--- src/rtl/div_arbiter.sv ---
// Round-robin front end that shares one sequential Divide unit among NREQ requesters.
// One division in flight; zero divisors are rejected locally and hung operations time out.
module div_arbiter #(
  parameter int NREQ    = 4,
  parameter int W       = 32,
  parameter int TIMEOUT = 64
) (
  input  logic              clk,
  input  logic              reset,
  input  logic [NREQ-1:0]   req_valid,
  input  logic [NREQ*W-1:0] req_a,
  input  logic [NREQ*W-1:0] req_b,
  output logic [NREQ-1:0]   req_ready,
  output logic              rsp_valid,
  output logic [2:0]        rsp_id,
  output logic [W-1:0]      rsp_q,
  output logic [W-1:0]      rsp_r,
  output logic              rsp_err,
  input  logic              rsp_ready,
  output logic              div_start,
  output logic [W-1:0]      div_a,
  output logic [W-1:0]      div_b,
  input  logic [W-1:0]      div_d,
  input  logic [W-1:0]      div_r,
  input  logic              div_ok,
  input  logic              div_err,
  output logic              busy
);

  localparam int CW = (TIMEOUT > 2) ? $clog2(TIMEOUT) : 1;

  typedef enum logic [1:0] {IDLE, ISSUE, WAIT, RESP} state_t;

  state_t        r_state;
  state_t        w_next;
  logic [2:0]    r_ptr;
  logic [2:0]    r_id;
  logic [W-1:0]  r_a;
  logic [W-1:0]  r_b;
  logic [W-1:0]  r_q;
  logic [W-1:0]  r_r;
  logic          r_err;
  logic [CW-1:0] r_cnt;

  logic          w_gnt_vld;
  logic [2:0]    w_gnt;
  logic [2:0]    w_ptr_nxt;
  logic [W-1:0]  w_gnt_a;
  logic [W-1:0]  w_gnt_b;
  logic          w_b_zero;
  logic          w_timeout;

  // First asserted request at or after ptr, wrapping; returns {found, index}.
  function automatic logic [3:0] rr_pick(input logic [NREQ-1:0] v, input logic [2:0] ptr);
    logic [3:0]      res;
    logic [NREQ-1:0] bit_k;
    int              j;
    res = 4'd0;
    for (int k = NREQ - 1; k >= 0; k--) begin
      j     = (int'(ptr) + k) % NREQ;
      bit_k = NREQ'(1) << j;
      if ((v & bit_k) != '0) res = {1'b1, 3'(j)};
    end
    return res;
  endfunction

  always_comb begin
    {w_gnt_vld, w_gnt} = rr_pick(req_valid, r_ptr);
    w_gnt_a   = W'(req_a >> (int'(w_gnt) * W));
    w_gnt_b   = W'(req_b >> (int'(w_gnt) * W));
    w_b_zero  = (w_gnt_b == '0);
    w_ptr_nxt = (int'(w_gnt) == NREQ - 1) ? 3'd0 : w_gnt + 3'd1;
    // Counter increments each idle WAIT cycle; giving up when the incremented
    // value reaches TIMEOUT-1 puts the error response TIMEOUT cycles after div_start.
    w_timeout = ((r_cnt + CW'(1)) == CW'(TIMEOUT - 1));
  end

  always_ff @(posedge clk) begin
    if (!reset) r_state <= IDLE;
    else        r_state <= w_next;
  end

  // req_ready is gated by reset so a requester never sees an accept the FSM ignores.
  always_comb begin
    w_next    = r_state;
    req_ready = '0;
    div_start = 1'b0;
    rsp_valid = 1'b0;
    case (r_state)
      IDLE: begin
        if (w_gnt_vld && reset) begin
          req_ready = NREQ'(1) << w_gnt;
          w_next    = w_b_zero ? RESP : ISSUE;
        end
      end
      ISSUE: begin
        div_start = 1'b1;
        w_next    = WAIT;
      end
      WAIT: begin
        if (div_ok || div_err || w_timeout) w_next = RESP;
      end
      RESP: begin
        rsp_valid = 1'b1;
        if (rsp_ready) w_next = IDLE;
      end
      default: w_next = IDLE;
    endcase
  end

  always_ff @(posedge clk) begin
    if (!reset) begin
      r_ptr <= 3'd0;
      r_id  <= 3'd0;
      r_a   <= '0;
      r_b   <= '0;
      r_q   <= '0;
      r_r   <= '0;
      r_err <= 1'b0;
      r_cnt <= '0;
    end else begin
      case (r_state)
        IDLE: begin
          if (w_gnt_vld) begin
            r_a   <= w_gnt_a;
            r_b   <= w_gnt_b;
            r_id  <= w_gnt;
            r_ptr <= w_ptr_nxt;
            r_q   <= '0;
            r_r   <= '0;
            r_err <= w_b_zero;
          end
        end
        ISSUE: r_cnt <= '0;
        WAIT: begin
          // An error flag wins even when ok arrives in the same cycle.
          if (div_err) begin
            r_err <= 1'b1;
            r_q   <= '0;
            r_r   <= '0;
          end else if (div_ok) begin
            r_err <= 1'b0;
            r_q   <= div_d;
            r_r   <= div_r;
          end else if (w_timeout) begin
            r_err <= 1'b1;
            r_q   <= '0;
            r_r   <= '0;
          end else begin
            r_cnt <= r_cnt + CW'(1);
          end
        end
        default: ;
      endcase
    end
  end

  assign busy    = (r_state != IDLE);
  assign div_a   = r_a;
  assign div_b   = r_b;
  assign rsp_id  = r_id;
  assign rsp_q   = r_q;
  assign rsp_r   = r_r;
  assign rsp_err = r_err;

endmodule

--- config.mk ---
export PLATFORM = sky130hd
export DESIGN_NAME = div_arbiter
export DESIGN_NICKNAME = d
export VERILOG_FILES = /design/src/rtl/div_arbiter.sv
export SDC_FILE = /design/constraint.sdc
export NUM_CORES = 1
export LEC_CHECK = 0
export ABC_AREA = 1
export CAP_MARGIN = 25
export CORE_MARGIN = 3
export CORE_UTILIZATION = 25
export CTS_CLUSTER_DIAMETER = 30
export DETAILED_ROUTE_END_ITERATION = 6
export SYNTH_ARGS = -nofsm -noshare
export SYNTH_HDL_FRONTEND = slang
export SYNTH_SLANG_ARGS = --single-unit
--- constraint.sdc ---
create_clock -name clk -period 3.6 [get_ports clk]
set_input_delay 1.08 -clock clk [delete_from_list [all_inputs] [get_ports clk]]
set_output_delay 1.08 -clock clk [all_outputs]
set_load 0.005 [all_outputs]
### Word level (Yosys, flattened, before mapping)

Cells that the tools add are included.

* multiplexer cells: 31
* reductions and logical operators: 19
* add/sub/neg operators: 5
* shift-type cells: 7
* equal/unequal tests: 13
* bitwise operators: 7

Operators with widths (number)
* $shr A128 B8 Y32: 2
* $mux W32: 6
* $pmux W32 S2: 2
* $shl A1 B32 Y4 const A: 3
* $logic_not A32 Y1: 1
* $mux W4: 6
* $mux W6: 3
* $and A4 B4 Y4: 4
* $reduce_bool A4 Y1: 4
* $ne A2 B2 Y1 const B: 7
* $pmux W6 S2: 1
* $mux W2: 5
* $pmux W2 S4: 1
* $add A6 B1 Y6 const B: 1
* $eq A6 B6 Y1 const B: 1
* $mux W1: 6
* $reduce_and A3 Y1: 2
* $reduce_bool A2 Y1: 3
* $reduce_or A2 Y1: 3
* $add A2 B1 Y2 const B: 2
* $add A2 B2 Y2 const B: 2
* $eq A2 B2 Y1 const B: 2
* $ne A4 B4 Y1 const B: 1
* $reduce_and A4 Y1: 1
* 10 further kinds: 13

* output and inout bits: 139
* bits in registers: 142

### Depth between registers and ports, before layout

Gate-level depths: netlist (run 1).

* word-level depth: 15
* gate-level depth with buffers: 23
* mapped depth without buffers: 22

### Worst setup path after synthesis (run 1)

Ideal clock, no wire load.

* path kind: input -> output
* start: input req_valid[2]
* end: output req_ready[0]
* data required time: 2.520 ns
* arrival: 2.584 ns
* path slack: -0.064 ns
* path buffers: 2
* stages: 12
* cell sequence: nand2_1 nand2_1 nor2_2 inv_2 nor2_1 nand2_1 a21oi_4 buf_2 clkbuf_1 ha_1 nand2_1 nor2_1

* cells in the longest elaborated chain, start to end: 9
* elaborated cells on any way between the ends: 16

RTL lines
* start, declared: RTL line 10 `input logic [NREQ-1:0] req_valid,`
* $and A4 B4 Y4: RTL line 62 `if ((v & bit_k) != '0) res = {1'b1, 3'(j)};`
* $reduce_bool A4 Y1: RTL line 62
* $mux W4 (3 in series): RTL line 62
* $mux W4 *: RTL line 62
* $shl A1 B3 Y4 or $logic_and A1 B1 Y1 (tied branches): RTL line 92, 91
* $mux W4 *: RTL line 91 `if (w_gnt_vld && reset) begin`
* $mux W4 *: RTL line 89 `case (r_state)`
* end, declared: RTL line 13 `output logic [NREQ-1:0] req_ready,`

Every way passes the cells marked *; elsewhere a longest branch is shown, timed or not.

### Worst setup path in the final report (run 1)

* start: input req_valid[3]
* end: output req_ready[1]

Same word-level chain as after synthesis.

==> flow_metrics.tcl, run 1 <==
set metrics [dict create \
    coreArea_sq_mm 0.03091 \
    layout_min_cycle_time_ns 3.511 \
    criticalPathCategory "in2out" \
    ys_warn_count 0 \
    synth.avg_cell_area_sq_um 6.489 \
    instances_no_fill 2076 \
    cts_root_buf "clkbuf_16" \
    cp.arrival_ns 2.43 \
    dp_hpwl_mm 26.57 \
    final_cell_area_sq_mm 0.01375 \
    final_max_slew_viol_count 0 \
    layout_commonest_cell "clkdlybuf4s50_1" \
    critPathCaptureType "output port" \
    die_area_sq_mm 0.03381 \
    status "complete, no violations" \
    yosysUniqueCellTypes 31 \
    routabilityCongestion 0.9082 \
    drt.antenna.violating_nets 0 \
    finalSetupViolations 0 \
    cts_buffers 17 \
    ys_seq_elements 141 \
    slew_headroom 0.4569 \
    dr.pass1.iters 4 \
    cts_tree "built" \
    timing.final.hold_violations 0 \
    start_util 0.2559 \
    ir_drop_mv 0.8179 \
    grt_pass1_wl_mm 52.24 \
    slowest_stage "a21oi_4" \
    io_pins 468 \
    wl_mm 35.11 \
    grt.overflow.total 0 \
    power.density_mw_per_mm2 901.5 \
    crit_top_cell "nand2_2" \
    wl_per_cell_um 16.91 \
    die_height_um 183.9 \
    skew_ns 0.01429 \
    synthCells 1219 \
    clk_pin_slew_ns 0.06 \
    grtUsageTotal 0.1958 \
    nNetsFinal 2010 \
    place_ws_ns -0.7177 \
    leakagePower_nw 5.709 \
    start_kind "primary input" \
    drt_iter0_drc 412 \
    netlist_area_sq_mm 0.007910 \
    layout_common_cells "clkdlybuf4s50_1 (457), nand2_1 (259), nand3_1 (171), nor2_1 (155), dfxtp_1 (140)" \
    clkLatencyLatePin_ns 0.43 \
    ys_seq_area_frac 0.3568 \
    fin_crit_sh 0.9751 \
    die-width_um 183.9 \
    synthToLayoutAreaGrowth_pct 73.81 \
    tightest_slew_ns 0.8147 \
    grt_pass1_vias 9474 \
    fmax_mhz 284.9 \
    synth_fp_nets 1563 \
    vias 9765 \
    clockBufferDepth 2 \
    placed_cells 2037 \
    rows 64 \
    drc 0 \
    clkSinkCount 141 \
    max_stage_delay_ns 0.16 \
    antenna_found_initial 1 \
    cts-htree-levels 4 \
    grt_max_degree 83 \
    setup_ws_ns 0.08948 \
    io_buffers 466 \
    min_path_type "reg2reg" \
    path_cells "buf_4, nand2_2, nand2_2, nor2_4, nor2_1, nor2_2, nand2_2, a21oi_4, buf_4, ha_1, nand2_1, nor2_1, buf_2" \
    placed_cell_area_sq_mm 0.01305 \
    drv_cap 0 \
    vias_per_cell 4.704 \
    cp_max_fo 4 \
    critPathRequiredTime_ns 2.52 \
    drive_gt1_frac 0.08338 \
]
path summary, 6_finish.rpt:
kind / start / to / slack (ns) / cells after the start
setup reg to reg: r_ptr[0]$_SDFFE_PN0P_ / rsp_err$_SDFFE_PN0P_ / 0.47 / 24
hold / removal: rsp_q[4]$_SDFFE_PN0P_ / rsp_q[4]$_SDFFE_PN0P_ / 0.46 / 2
hold reg to reg: rsp_q[4]$_SDFFE_PN0P_ / rsp_q[4]$_SDFFE_PN0P_ / 0.46 / 2
setup / recovery: req_valid[3] / req_ready[1] / 0.09 / 13
flip-flops by register name, summed over array words and instances, names as in the netlist:
register and count:
div_a 32, div_b 32, rsp_q 32, rsp_r 32, r_cnt 6, r_ptr 2, r_state 2, rsp_id 2
rsp_err 1
area by class of cell:
class,count,area (sq um)
diodes,1,2.502
clock buffers,18,439.2
clock inverters,14,182.7
fillers,3185,17160
inverters,93,355.3
multi-input cells,888,4305
flip-flops and latches,141,2824
well taps,396,495.5
repair buffers,525,5144
kinds of logic (layout without fill, tap and decap cells):
logic type,after synthesis,count (layout),synth area share
AO/OA/AOI/OAI,245,245,0.1776
XOR/XNOR,3,3,0.003322
adder cells (fa/ha/maj),15,15,0.02373
buffers and inverters,190,650,0.1080
flip-flops,141,141,0.3568
other,1,2,0.0004741
AND/OR/NAND/NOR,624,624,0.3300
repair_timing:
item,4_1_cts,5_1_grt
hold buffers,0,0
buffers inserted,5,2
pin swaps,9,12
resized for setup,35,22
setup endpoints to repair,6,6
per-stage QoR:
| step | power (mW) | utilization | TNS, ns | hold slack [ns] |
|---|---|---|---|---|
| floorplan | 7.253 | - | 0 | 0.4409 |
| global placement | 10.42 | 0.4223 | -4.995 | 0.4509 |
| detailed placement | 10.47 | 0.4223 | -8.328 | 0.4550 |
| CTS | 12.53 | 0.4439 | -0.01233 | 0.4651 |
| global route | 13.60 | 0.4448 | -0.01685 | 0.4790 |
| finish | 12.39 | 0.4448 | 0 | 0.4631 |
routing by layer:
layer | routed length [um] | vias up | share of wire | track usage
li1 | - | 4909 | - | -
met1 | 13940 | 4471 | 0.40 | 0.2216
met2 | 17720 | 340 | 0.50 | 0.3562
met3 | 2458 | 45 | 0.070 | 0.05243
met4 | 979 | 0 | 0.028 | 0.06471
met5 | 0 | - | 0 | 0
Yosys cell counts (all sizes together):
cell,instances,area (sq um)
buf,49,322.8
clkbuf,48,180.2
or2,2,12.51
o22ai,22,137.6
a21oi,78,412.9
o221ai,11,96.34
nand2,275,1047
xor2,2,17.52
inv,93,351.6
dfxtp,141,2823
conb,1,3.750
nand3,171,855.8
ha,15,187.7
nand4,3,18.77
o21ai,99,495.5
a211oi,2,15.01
nor2,162,620.6
nor3,11,55.05
xnor2,1,8.760
o211ai,33,247.7
worst max-delay path: cells and delay by family:
kind	cells	cell delay [ns]
and+or+nand+nor	8	0.65
buffers and inverters	3	0.39
AOI/OAI and AO/OA	1	0.16
adders and majority gates	1	0.12
report_power, final:
group	internal (mW)	switching (mW)
Sequential	1.97	0.205
Clock	1.13	0.780
Combinational	3.39	4.93
Total	6.48	5.91
Power figures use the tool's default switching activity.
==> inputs of run 2 (changes only) <==
--- a/config.mk
+++ b/config.mk
@@ -6,6 +6,7 @@
 export NUM_CORES = 1
 export LEC_CHECK = 0
 export ABC_AREA = 1
+export ABC_CLOCK_PERIOD_IN_PS = 3600
 export CAP_MARGIN = 25
 export CORE_MARGIN = 3
 export CORE_UTILIZATION = 25
==> results of run 2 <==
The final DEF is identical to that of run 1; final timing and power are the same.
==> inputs of run 3 (changes only) <==
--- a/config.mk
+++ b/config.mk
@@ -6,7 +6,7 @@
 export NUM_CORES = 1
 export LEC_CHECK = 0
 export ABC_AREA = 1
-export ABC_CLOCK_PERIOD_IN_PS = 3600
+export ABC_CLOCK_PERIOD_IN_PS = 3830
 export CAP_MARGIN = 25
 export CORE_MARGIN = 3
 export CORE_UTILIZATION = 25
==> constraint.sdc (replaced) <==
create_clock -name clk -period 3.83 [get_ports clk]
set_input_delay 1.149 -clock clk [delete_from_list [all_inputs] [get_ports clk]]
set_output_delay 1.149 -clock clk [all_outputs]
set_load 0.005 [all_outputs]
==> run 3 against run 2 <==
Global-route usage is 0.17 points higher. Die area unchanged. Utilization decreased by 0.31 points. Sequential share of layout area increased by 0.14 points. Register-to-register slack gained 0.02 ns. Clock skew grew 0.0020 ns. Via count down 0.42%. Flip-flop and latch count unchanged. Non-clock buffer count shrank 2. Worst setup slack improved by 0.081 ns. Critical path type unchanged. Largest cell class unchanged.
==> flow_metrics.tcl, run 3 (synthesis gave the netlist of run 1 again) <==
set metrics [dict create \
    ir_drop_mv 0.6485 \
    final_cell_area_sq_mm 0.01365 \
    cts_tree "built" \
    rows 64 \
    rr_endpoint "rsp_err$_SDFFE_PN0P_" \
    drt.antenna.violating_nets 0 \
    grt_max_degree 68 \
    crit_top_cell "nand2_1" \
    die_height_um 183.9 \
    critPathTopFamily "simple AND/OR/NAND/NOR gates" \
    clk_pin_slew_ns 0.06 \
    whs_path_depth 2 \
    power.density_mw_per_mm2 846.0 \
    swShare 0.4827 \
    cts_root_buf "clkbuf_16" \
    ff2ff_path_depth 25 \
    die_area_sq_mm 0.03381 \
    placed_cell_area_sq_mm 0.01301 \
    cp_max_fo 4 \
    antenna_found_initial 2 \
    timing.final.hold_violations 0 \
    grt_pass1_wl_mm 52.47 \
    vias 9724 \
    tightest_slew_ns 0.6960 \
    clkLatencyLatePin_ns 0.42 \
    fin_crit_sh 0.9556 \
    routabilityCongestion 0.8429 \
    power.switching_mw 5.575 \
    slowest_stage "clkdlybuf4s15_2" \
    vias_per_cell 4.693 \
    rsz0062_at_grt "false" \
    start_kind "primary input" \
    seqPwrFrac 0.177 \
    drt_iter0_drc 499 \
    io_pins 468 \
    ctsHoldBuffers 0 \
    critPathRequiredTime_ns 2.68 \
    clkPwrFrac 0.154 \
    cts_buffers 17 \
    drv_cap 0 \
    synthToLayoutAreaGrowth_pct 72.59 \
    grt.overflow.total 0 \
    skew_ns 0.01630 \
    path_cells "clkbuf_2, nand2_1, nand2_1, nor2_2, nand3_1, nand2_1, nand2_1, nand2_2, ha_1, nand2_1, nor2_1, clkdlybuf4s15_2" \
    num_antenna_cells 0 \
    wl_per_cell_um 17.21 \
    timing.rr.start "r_ptr[1]$_SDFFE_PN0P_" \
    drive_gt1_frac 0.07220 \
    layout_common_cells "clkdlybuf4s50_1 (457), nand2_1 (270), nand3_1 (171), nor2_1 (156), dfxtp_1 (141)" \
    finalSetupViolations 0 \
    cp_num_cells 12 \
    critPathCaptureType "output port" \
    layout_min_cycle_time_ns 3.660 \
    dr.pass1.iters 5 \
    slew_headroom 0.5353 \
    coreArea_sq_mm 0.03091 \
    final_util 0.4417 \
    clkSinkCount 141 \
    cts-htree-levels 4 \
    wl_mm 35.65 \
    drc 0 \
    leakagePower_nw 5.681 \
    combPwrFrac 0.669 \
    io_buffers 466 \
    hp-start "r_cnt[4]$_SDFFE_PN0P_" \
    critical_path_buf_inv_count 2 \
    layout_commonest_cell "clkdlybuf4s50_1" \
    max_stage_delay_ns 0.23 \
    cellInternalPower_mw 5.975 \
    worstHoldEndpoint "r_cnt[4]$_SDFFE_PN0P_" \
    grtUsageTotal 0.1975 \
    criticalPathCategory "in2out" \
    fmax_mhz 273.2 \
    clockBufferDepth 2 \
    die-width_um 183.9 \
    min_path_type "reg2reg" \
    cp.arrival_ns 2.51 \
    status "complete, no violations" \
    dp_hpwl_mm 26.50 \
    nNetsFinal 2008 \
    start_util 0.2559 \
    grt_pass1_vias 9380 \
    rrSetupSlack_ns 0.49 \
    final_max_slew_viol_count 0 \
]
## run 3: worst max path at each step
stage | startpoint | end | slack (ns)
3_3_place_gp | req_valid[2] | req_ready[1] | -0.54
5_1_grt | req_valid[3] | req_ready[2] | 0.03
6_report | req_valid[0] | req_ready[3] | 0.17
2_1_floorplan | req_valid[2] | req_ready[0] | 0.03
3_5_place_dp | req_valid[3] | req_ready[1] | -0.55
4_1_cts | req_valid[1] | req_ready[2] | 0.0009
## run 3: layer usage
layer | GRT usage | vias to the layer above | part of all wire | routed length (um)
met2 | 0.3673 | 334 | 0.52 | 18370
met4 | 0.05655 | 2 | 0.022 | 785
li1 | - | 4909 | - | -
met1 | 0.2236 | 4435 | 0.40 | 14140
met5 | 0 | - | 0.00036 | 13
met3 | 0.04788 | 44 | 0.066 | 2346
## run 3: final cells by class
| type | instances | area [sq um] |
|---|---|---|
| clock inverter | 14 | 183.9 |
| multi-input combinational | 888 | 4263 |
| sequential | 141 | 2823 |
| timing repair buffer | 523 | 5110 |
| clock buffer | 17 | 425.4 |
| inverter | 93 | 351.6 |
| tap | 396 | 495.5 |
| fill | 3155 | 17260 |
## run 3: worst reg2reg max path, cell delays in order, from the launching register on
cell and delay [ns]:
dfxtp_1 0.40, inv_1 0.14, ha_1 0.23, nand2_1 0.08
nand2_1 0.06, nor2_2 0.13, buf_4 0.13, nand2_1 0.05
nand2_1 0.07, nand2_2 0.08, nand2_4 0.11, buf_4 0.12
buf_4 0.50, buf_4 0.33, nand2_1 0.07, nand3_1 0.08
nand2_1 0.09, nand2_1 0.06, nor2_1 0.04, nand2_1 0.06
nor2_1 0.05, buf_4 0.15, nand3_1 0.08, nand3_1 0.06
nand2_1 0.06, inv_1 0.03
## run 3: repair_timing
item | CTS | global route
pin swaps | 7 | 5
resized for setup | 21 | 9
setup buffers | 4 | 2
endpoints found under the setup margin | 4 | 4
## run 3: power groups by stage
stage,sequential (mW),combinational (mW),clock [mW]
after floorplan,2.08,4.72,0
after global placement,2.06,7.68,0
after detailed placement,2.07,7.73,0
after CTS,2.05,7.81,1.84
after global routing,2.09,8.64,1.89
final,2.05,7.73,1.77
## run 3: metrics by stage
stage,instances,hold WS [ns],setup WS [ns],total power [mW],TNS (ns)
after global routing,2072,0.4794,0.03272,12.61,0
after floorplan,1219,0.4409,0.02774,6.808,0
after global placement,2035,0.4518,-0.5361,9.737,-2.483
final,2072,0.4654,0.1700,11.55,0
after CTS,2070,0.4644,0.0009466,11.69,0
after detailed placement,2035,0.4549,-0.5509,9.805,-3.202
